**src/rtl/amp_seq_if.sv**
```systemverilog
// amp_seq_if: request, status and amplifier pin bundle for amp_seq.
// master = system/amp side, slave = the sequencer.
interface amp_seq_if;
  logic       amp_on;
  logic       mute_req;
  logic       wr_req;
  logic [7:0] wr_reg;
  logic [7:0] wr_data;
  logic       ready;
  logic       wr_done;
  logic       wr_nack;
  logic [2:0] state;
  logic       amp_i2c_scl;
  logic       amp_i2c_sdai;
  logic       amp_i2c_sdao;
  logic       amp_nenable;
  logic       amp_mute;

  modport master (
    output amp_on, mute_req, wr_req, wr_reg, wr_data,
    output amp_i2c_sdai,
    input  ready, wr_done, wr_nack, state,
    input  amp_i2c_scl, amp_i2c_sdao,
    input  amp_nenable, amp_mute
  );

  modport slave (
    input  amp_on, mute_req, wr_req, wr_reg, wr_data,
    input  amp_i2c_sdai,
    output ready, wr_done, wr_nack, state,
    output amp_i2c_scl, amp_i2c_sdao,
    output amp_nenable, amp_mute
  );
endinterface

```
**src/rtl/amp_seq.sv**
```systemverilog
// amp_seq: class-D amplifier power/mute sequencer with a
// write-only I2C master doing 3-byte register writes.
module amp_seq #(
  parameter int          CLK_DIV  = 30,
  parameter int          T_EN     = 1024,
  parameter int          T_OFF    = 256,
  parameter logic [6:0]  DEV_ADDR = 7'h2C
) (
  input  logic      clk,
  input  logic      resetb,
  amp_seq_if.slave  bus
);

  typedef enum logic [2:0] {
    S_OFF    = 3'd0,
    S_PWRUP  = 3'd1,
    S_ACTIVE = 3'd2,
    S_XFER   = 3'd3,
    S_PWRDN  = 3'd4
  } st_t;

  typedef enum logic [1:0] {
    P_START,
    P_BIT,
    P_STOP
  } ph_t;

  localparam int TMAX = (T_EN > T_OFF) ? T_EN : T_OFF;
  localparam int CW   = $clog2(TMAX + 1);
  localparam int DW   = $clog2(CLK_DIV);

  localparam logic [CW-1:0] EN_LAST  = CW'(T_EN - 1);
  localparam logic [CW-1:0] OFF_LAST = CW'(T_OFF - 1);
  localparam logic [DW-1:0] DIV_LAST = DW'(CLK_DIV - 1);
  localparam logic [7:0]    ADDR_B   = {DEV_ADDR, 1'b0};

  st_t           st, st_n;
  ph_t           ph, ph_n;
  logic [CW-1:0] cnt, cnt_n;
  logic [DW-1:0] div, div_n;
  logic [1:0]    q, q_n;
  logic [3:0]    bitn, bitn_n;
  logic [1:0]    byten, byten_n;
  logic [7:0]    reg_q, reg_n;
  logic [7:0]    dat_q, dat_n;
  logic          nack, nack_n;
  logic          scl, scl_n;
  logic          sda, sda_n;
  logic          nen, nen_n;
  logic          mute, mute_n;
  logic          rdy, rdy_n;
  logic          done, done_n;
  logic          wnack, wnack_n;

  logic [7:0]    cur_b;
  logic [7:0]    nxt_b;
  logic [2:0]    bi;
  logic          tick;

  assign cur_b = (byten == 2'd0) ? ADDR_B :
                 (byten == 2'd1) ? reg_q : dat_q;
  assign nxt_b = (byten == 2'd0) ? reg_q : dat_q;
  assign bi    = 3'd6 - bitn[2:0];
  assign tick  = (div == DIV_LAST);

  // State and output registers; reset releases the bus at once.
  always_ff @(posedge clk or negedge resetb) begin
    if (!resetb) begin
      st    <= S_OFF;
      ph    <= P_START;
      cnt   <= '0;
      div   <= '0;
      q     <= '0;
      bitn  <= '0;
      byten <= '0;
      reg_q <= '0;
      dat_q <= '0;
      nack  <= 1'b0;
      scl   <= 1'b1;
      sda   <= 1'b1;
      nen   <= 1'b1;
      mute  <= 1'b1;
      rdy   <= 1'b0;
      done  <= 1'b0;
      wnack <= 1'b0;
    end else begin
      st    <= st_n;
      ph    <= ph_n;
      cnt   <= cnt_n;
      div   <= div_n;
      q     <= q_n;
      bitn  <= bitn_n;
      byten <= byten_n;
      reg_q <= reg_n;
      dat_q <= dat_n;
      nack  <= nack_n;
      scl   <= scl_n;
      sda   <= sda_n;
      nen   <= nen_n;
      mute  <= mute_n;
      rdy   <= rdy_n;
      done  <= done_n;
      wnack <= wnack_n;
    end
  end

  // Next state: power sequencing plus quarter-bit I2C engine.
  always_comb begin
    st_n    = st;
    ph_n    = ph;
    cnt_n   = cnt;
    div_n   = div;
    q_n     = q;
    bitn_n  = bitn;
    byten_n = byten;
    reg_n   = reg_q;
    dat_n   = dat_q;
    nack_n  = nack;
    scl_n   = scl;
    sda_n   = sda;
    nen_n   = nen;
    wnack_n = wnack;
    done_n  = 1'b0;

    case (st)
      S_OFF: begin
        if (bus.amp_on) begin
          st_n  = S_PWRUP;
          cnt_n = '0;
          nen_n = 1'b0;
        end
      end

      S_PWRUP: begin
        if (!bus.amp_on) begin
          st_n  = S_PWRDN;
          cnt_n = '0;
        end else if (cnt == EN_LAST) begin
          st_n = S_ACTIVE;
        end else begin
          cnt_n = cnt + 1'b1;
        end
      end

      S_ACTIVE: begin
        if (!bus.amp_on) begin
          st_n  = S_PWRDN;
          cnt_n = '0;
        end else if (bus.wr_req) begin
          st_n    = S_XFER;
          reg_n   = bus.wr_reg;
          dat_n   = bus.wr_data;
          ph_n    = P_START;
          div_n   = '0;
          q_n     = 2'd0;
          bitn_n  = 4'd0;
          byten_n = 2'd0;
          nack_n  = 1'b0;
          scl_n   = 1'b1;
          sda_n   = 1'b0;
        end
      end

      S_XFER: begin
        if (!tick) begin
          div_n = div + 1'b1;
        end else begin
          div_n = '0;
          case (ph)
            P_START: begin
              if (q == 2'd0) begin
                q_n   = 2'd1;
                scl_n = 1'b0;
              end else begin
                ph_n  = P_BIT;
                q_n   = 2'd0;
                sda_n = cur_b[7];
              end
            end

            P_BIT: begin
              case (q)
                2'd0: q_n = 2'd1;
                2'd1: begin
                  q_n   = 2'd2;
                  scl_n = 1'b1;
                end
                2'd2: begin
                  q_n = 2'd3;
                  if (bitn == 4'd8 && bus.amp_i2c_sdai)
                    nack_n = 1'b1;
                end
                default: begin
                  q_n   = 2'd0;
                  scl_n = 1'b0;
                  if (bitn == 4'd8) begin
                    if (nack || byten == 2'd2) begin
                      ph_n  = P_STOP;
                      sda_n = 1'b0;
                    end else begin
                      byten_n = byten + 1'b1;
                      bitn_n  = 4'd0;
                      sda_n   = nxt_b[7];
                    end
                  end else begin
                    bitn_n = bitn + 1'b1;
                    sda_n  = (bitn == 4'd7) ? 1'b1
                                            : cur_b[bi];
                  end
                end
              endcase
            end

            P_STOP: begin
              if (q == 2'd0) begin
                q_n   = 2'd1;
                scl_n = 1'b1;
              end else if (q == 2'd1) begin
                q_n   = 2'd2;
                sda_n = 1'b1;
              end else begin
                st_n    = bus.amp_on ? S_ACTIVE : S_PWRDN;
                cnt_n   = '0;
                done_n  = 1'b1;
                wnack_n = nack;
                scl_n   = 1'b1;
                sda_n   = 1'b1;
              end
            end

            default: ph_n = P_START;
          endcase
        end
      end

      S_PWRDN: begin
        if (cnt == OFF_LAST) begin
          st_n  = S_OFF;
          nen_n = 1'b1;
        end else begin
          cnt_n = cnt + 1'b1;
        end
      end

      default: st_n = S_OFF;
    endcase

    mute_n = !((st_n == S_ACTIVE || st_n == S_XFER)
               && !bus.mute_req);
    rdy_n  = (st_n == S_ACTIVE) && bus.amp_on;
  end

  assign bus.state        = st;
  assign bus.ready        = rdy;
  assign bus.wr_done      = done;
  assign bus.wr_nack      = wnack;
  assign bus.amp_i2c_scl  = scl;
  assign bus.amp_i2c_sdao = sda;
  assign bus.amp_nenable  = nen;
  assign bus.amp_mute     = mute;

endmodule

```
**src/flat_wrapper.sv**
```systemverilog
// flat-port wrapper written by rule: the top's interface ports become plain ports
module amp_seq_flat 
#(
  parameter int          CLK_DIV  = 30,
  parameter int          T_EN     = 1024,
  parameter int          T_OFF    = 256,
  parameter logic [6:0]  DEV_ADDR = 7'h2C
)
  (clk, resetb, bus_amp_on, bus_mute_req, bus_wr_req, bus_wr_reg, bus_wr_data, bus_amp_i2c_sdai, bus_ready, bus_wr_done, bus_wr_nack, bus_state, bus_amp_i2c_scl, bus_amp_i2c_sdao, bus_amp_nenable, bus_amp_mute);
  amp_seq_if bus_i ();
  input  logic clk;
  input  logic resetb;
  input wire logic [$bits(bus_i.amp_on)-1:0] bus_amp_on;
  input wire logic [$bits(bus_i.mute_req)-1:0] bus_mute_req;
  input wire logic [$bits(bus_i.wr_req)-1:0] bus_wr_req;
  input wire logic [$bits(bus_i.wr_reg)-1:0] bus_wr_reg;
  input wire logic [$bits(bus_i.wr_data)-1:0] bus_wr_data;
  input wire logic [$bits(bus_i.amp_i2c_sdai)-1:0] bus_amp_i2c_sdai;
  output wire logic [$bits(bus_i.ready)-1:0] bus_ready;
  output wire logic [$bits(bus_i.wr_done)-1:0] bus_wr_done;
  output wire logic [$bits(bus_i.wr_nack)-1:0] bus_wr_nack;
  output wire logic [$bits(bus_i.state)-1:0] bus_state;
  output wire logic [$bits(bus_i.amp_i2c_scl)-1:0] bus_amp_i2c_scl;
  output wire logic [$bits(bus_i.amp_i2c_sdao)-1:0] bus_amp_i2c_sdao;
  output wire logic [$bits(bus_i.amp_nenable)-1:0] bus_amp_nenable;
  output wire logic [$bits(bus_i.amp_mute)-1:0] bus_amp_mute;
  assign bus_i.amp_on = bus_amp_on;
  assign bus_i.mute_req = bus_mute_req;
  assign bus_i.wr_req = bus_wr_req;
  assign bus_i.wr_reg = bus_wr_reg;
  assign bus_i.wr_data = bus_wr_data;
  assign bus_i.amp_i2c_sdai = bus_amp_i2c_sdai;
  assign bus_ready = bus_i.ready;
  assign bus_wr_done = bus_i.wr_done;
  assign bus_wr_nack = bus_i.wr_nack;
  assign bus_state = bus_i.state;
  assign bus_amp_i2c_scl = bus_i.amp_i2c_scl;
  assign bus_amp_i2c_sdao = bus_i.amp_i2c_sdao;
  assign bus_amp_nenable = bus_i.amp_nenable;
  assign bus_amp_mute = bus_i.amp_mute;
  amp_seq #(.CLK_DIV(CLK_DIV), .T_EN(T_EN), .T_OFF(T_OFF), .DEV_ADDR(DEV_ADDR)) u_core (.clk(clk), .resetb(resetb), .bus(bus_i));
endmodule
```
**config.mk**
```make
export PLATFORM = sky130hd
export DESIGN_NAME = amp_seq_flat
export DESIGN_NICKNAME = d
export VERILOG_FILES = /design/src/rtl/amp_seq_if.sv /design/src/rtl/amp_seq.sv /design/src/flat_wrapper.sv
export SDC_FILE = /design/constraint.sdc
export NUM_CORES = 1
export LEC_CHECK = 0
export BUFFER_PORTS_ARGS = -buffer_cell sky130_fd_sc_hd__buf_2
export CAP_MARGIN = 20
export CELL_PAD_IN_SITES_DETAIL_PLACEMENT = 2
export CELL_PAD_IN_SITES_GLOBAL_PLACEMENT = 2
export CORE_ASPECT_RATIO = 1.4
export CORE_UTILIZATION = 40
export CTS_CLUSTER_DIAMETER = 50
export DETAILED_ROUTE_END_ITERATION = 10
export PLACE_DENSITY = 0.93
export SYNTH_ARGS = -nofsm -noshare
export SYNTH_HDL_FRONTEND = slang
export SYNTH_SLANG_ARGS = --single-unit
```
**constraint.sdc**
```tcl
create_clock -name clk -period 6.26 [get_ports clk]
set_clock_uncertainty 0.05 [all_clocks]
set_input_delay 0.626 -clock clk [delete_from_list [all_inputs] [get_ports clk]]
set_output_delay 0.626 -clock clk [all_outputs]
set_load 0.02 [all_outputs]
```
# Yosys cells after proc, flatten, opt, wreduce, memory -nomap -nowiden
# Cells that the tools add are included.
[op_classes] add_sub_neg=5 order_cmp=1 n_eq_ne=46 n_mux=94 n_bitwise=2 n_reduce_logical=28
[ops] op="11-bit 2-to-1 mux" n=9
[ops] op="11-bit one-hot mux with 5 select lines" n=1
[ops] op="3-bit 2-to-1 mux" n=11
[ops] op="2-bit 2-to-1 mux" n=15
[ops] op="1-bit 2-to-1 mux" n=28
[ops] op="4-bit 2-to-1 mux" n=7
[ops] op="8-bit 2-to-1 mux" n=3
[ops] op="2-bit inequality test, second input constant" n=12
[ops] op="8-bit AND reduction" n=3
[ops] op="3-bit inequality test, second input constant" n=6
[ops] op="2-bit one-hot mux with 3 select lines" n=3
[ops] op="9-bit AND reduction" n=2
[ops] op="5-bit 2-to-1 mux" n=3
[ops] op="3-bit one-hot mux with 5 select lines" n=1
[ops] op="7-bit AND reduction" n=2
[ops] op="3-bit by 2-bit == test with 1-bit output, second input constant" n=4
[ops] op="2-bit one-hot mux with 2 select lines" n=3
[ops] op="11-bit by 1-bit adder with 11-bit output, second input constant" n=1
[ops] op="11-bit by 10-bit == test with 1-bit output, second input constant" n=1
[ops] op="11-bit by 8-bit == test with 1-bit output, second input constant" n=1
[ops] op="2-bit by 1-bit inequality test with 1-bit output, second input constant" n=5
[ops] op="1-bit one-hot mux with 2 select lines" n=5
[ops] op="5-bit one-hot mux with 2 select lines" n=1
[ops] op="3-bit by 2-bit inequality test with 1-bit output, second input constant" n=3
[ops] op="30 further kinds" n=46
[word_totals] reg_bits=53 out_inout_bits=10 elab_cells=193

# Depth between registers and ports, before layout
[logic_depth] word_depth=11 depth_mapped=9 ltp_nobuf=7

# Worst setup path before layout
# OpenSTA, ideal clock, no wires.
[synth_timing] path_kind="input to register" start="input port bus_amp_on" end="register u_core.dat_q[0]" arrival_ps=2088 required_time_ps=6085 path_slack_ps=3997 cell_stages=6 path_buffers=2 path_cell_list="clkbuf_1 a21oi_1 nor3b_1 nand2_1 clkbuf_1 mux2_2"
[synth_between] elab_chain_len=1
[synth_rtl] item="start: declaration" line="flat_wrapper.sv:13" rtl="input wire logic [$bits(bus_i.amp_on)-1:0] bus_amp_on;"
[synth_rtl] item="3-bit AND reduction (no line)"
[synth_rtl] item="end signal: assignment" line="amp_seq.sv:95" rtl="dat_q <= dat_n;"
[synth_rtl] item="end: declaration" line="amp_seq.sv:45" rtl="logic [7:0] dat_q, dat_n;"
# Every way passes these cells.
# A chain may end at the register's enable or synchronous reset.

# Worst setup path in the final report
[layout_timing] start="register u_core.bitn[0]" end="register u_core.ph[0]"
[layout_between] elab_chain_len=3
[layout_rtl] item="start: declaration" line="amp_seq.sv:42" rtl="logic [3:0] bitn, bitn_n;"
[layout_rtl] item="start signal: assignment" line="amp_seq.sv:92" rtl="bitn <= bitn_n;"
[layout_rtl] item="4-bit == test" line="amp_seq.sv:196" rtl="if (bitn == 4'd8) begin"
[layout_rtl] item="3-bit by 2-bit inequality test with 1-bit output (no line)"
[layout_rtl] item="9-bit AND reduction (no line)"
[layout_rtl] item="end signal: assignment" line="amp_seq.sv:88" rtl="ph <= ph_n;"
[layout_rtl] item="end: declaration" line="amp_seq.sv:38" rtl="ph_t ph, ph_n;"
# Every way passes these cells.

==> reports/summary.txt <==
Status: complete, no violations
Pwr dens: 230 nW/um^2
Worst-case clock buffer depth: 2
WL per Instance: 21.6 um
Sequential share of the synthesized area: 0.423
First-pass GRT wire length: 16.2 mm
Final Hold Vio Count: 0
# fillers: 811
Vias/cell: 6.15
Routability congestion estimate from global placement: 0.826
Initial antenna violation count: 0
Hold Path Class: primary input to asynchronous set/reset pin
Critical path startpoint category: flop
Number of synthesized flops with an enable pin: 0
Post-route ant nets: 0
Post-CTS setup buffers: 0
Cts repair resizes: 0
Reg power frac: 0.471
Critical path data arrival time: 2960 ps
Cells taking the most area after synthesis: dfrtp_1 39%, ha_1 6.8%, mux2_2 6.4%
#FFs+latches synth: 53
Detailed Route WL: 9.65 mm
Final worst path period need: 2800 ps
H-tree lvl count: 2
IO Port Bufs: 31
Clock share of power: 0.353
Worst slew margin: 0.259
DR pass1 iterations: 4
Largest net degree at the start of global routing: 54
Initial detailed-routing violation count: 62
Post-DP HPWL: 6.98 mm
Starting Density: 0.420
Ant diodes: 0
Root Driver: clkbuf_8
GRT Util Overall: 0.254
Fmax: 357 MHz
Fraction of layout cells with a size suffix above 1: 0.209
Syn_nets: 363
DIE HEIGHT: 107 um
Std-Cell Rows: 37
CTS Hold Buffers Added: 0
Setup tns final: 0 ps
LEAKAGE: 0.00163 uW
Int Power: 562 uW
Synth top area share: 0.389
Syn Area/Cell: 9.72 um^2
Clock transition at path regs: 120 ps
Post-route DRC: 0
RSZ-0062 raised after global routing: no
Final non-filler cell area: 3520 um^2
Mapped Cells: 324
Worst slew pin tran: 1100 ps
Combinational share of power: 0.176
Synth area leader: dfrtp_1
Critical Path RT: 6410 ps
Critical path type: flop to flop
Netlist cell types: 59
Overflow after GRT: 0
Post-synth top flop: dfrtp_1
Most common cell after layout, fill and taps aside: dfrtp_1
Clk_lat worst skew: 330 ps
Setup Viol. Count Final: 0
CP Max Fanout: 8
DP Area: 3390 um^2
VDD IR-drop max: 0.000109 V
CORE AREA: 7500 um^2
Most frequent cells in the layout: 49 x dfrtp_1, 31 x buf_2, 30 x nand2_1
Mapped Area: 3150 um^2
Async SR Flop Fraction: 1.00
Via count: 2749
Ratio of final minimum period to clock period: 0.448
Clock tree sinks: 53
CTS tree: yes
Die area: 8240 um^2
Max-slew violation count: 0
Max Cap Viol: 0
Sw Share: 0.305
Synth Warn #: 0
Net Switching: 246 uW
Crit. End Element: flop
Synth-to-layout area growth: 11.9%
Vias in the first global route: 3087
Num CTS Buffers: 5
Io pins: 32
Horiz. Die Dim: 77.0 um
Final #Nets: 388
## per-stage QoR
step                std cells  setup slack [ps]  power (uW)   util  hold slack, ps
floorplan                 324              4000         472      -             280
global placement          439              3830         520  0.451             426
detailed placement        439              3660         528  0.451             448
CTS                       447              3390         819  0.470             399
global route              447              3040         847  0.470             435
finish                    447              3460         809  0.470             380
## path summary, 6_finish.rpt
path	from	endpoint	slack, ps	depth (start not counted)
max reg2reg	u_core.bitn[0]	u_core.ph[0]	3460	7
min	resetb	u_core.div[0]	380	2
max	u_core.bitn[0]	u_core.ph[0]	3460	7
max in group asynchronous	resetb	u_core.dat_q[5]	5310	2
min reg2reg	u_core.div[4]	u_core.div[4]	460	1
min in group clk	bus_mute_req	u_core.bus.amp_mute	440	2
## routing by layer
| layer | wire length (um) | vias to the layer above | global-route usage |
|---|---|---|---|
| met5 | 0 | - | 0 |
| met4 | 348 | 0 | 0.105 |
| met3 | 233 | 28 | 0.0306 |
| met2 | 5400 | 67 | 0.499 |
| met1 | 3660 | 1407 | 0.268 |
| li1 | - | 1247 | - |
## state kept, by name, indices dropped and copies added (netlist names), 2 cells and up
name,cells
u_core.cnt,11
u_core.ph,2
u_core.byten,2
u_core.dat_q,8
u_core.bus.state,3
u_core.reg_q,8
u_core.bitn,4
u_core.q,2
u_core.div,5
## kinds of logic (layout without fill, tap and decap cells)
family,Yosys count,in the layout,synth area share
xor+xnor,3,3,0.00834
compound gates,88,88,0.188
simple gates,105,105,0.181
mux,26,26,0.0938
fa+ha+maj,17,17,0.0675
flops,53,53,0.423
buf+inv,32,58,0.0389
## worst max-delay path: stages (launching register included)
cell and delay (ps):
dfrtp_1 500, inv_1 160, ha_1 160, nand3b_1 240, o31a_1 360, a2111oi_0 690, o21ai_0 270, a32o_1 260
## cells in the mapped netlist (all sizes together) (5+ instances only)
| cell type | instances |
|---|---|
| a21oi | 22 |
| clkbuf | 14 |
| dfrtp | 49 |
| ha | 17 |
| inv | 16 |
| mux2 | 18 |
| mux2i | 7 |
| nand2 | 30 |
| nand2b | 6 |
| nand3 | 12 |
| nand4 | 6 |
| nor2 | 11 |
| nor3 | 10 |
| nor4 | 5 |
| o211ai | 5 |
| o21ai | 23 |
| o31ai | 5 |
| or4 | 6 |
## final cells by class
type                            instances  area, um^2  area share
Clock buffer                            5        68.8      0.0195
Clock inverter                          3        68.8      0.0195
Timing Repair Buffer                   34         178      0.0504
Multi-Input combinational cell        239        1700       0.481
Tap cell                               97         121      0.0344
Inverter                               16        60.1      0.0170
Sequential cell                        53        1330       0.378
## power groups by stage
stage                     registers [uW]  logic [uW]  clock network (uW)
final                                381         142                 286
after global routing                 386         159                 302
after CTS                            381         143                 295
after detailed placement             387         141                   0
after global placement               385         135                   0
after floorplan                      378        94.1                   0
No activity file was read; power rests on OpenSTA's default activity.
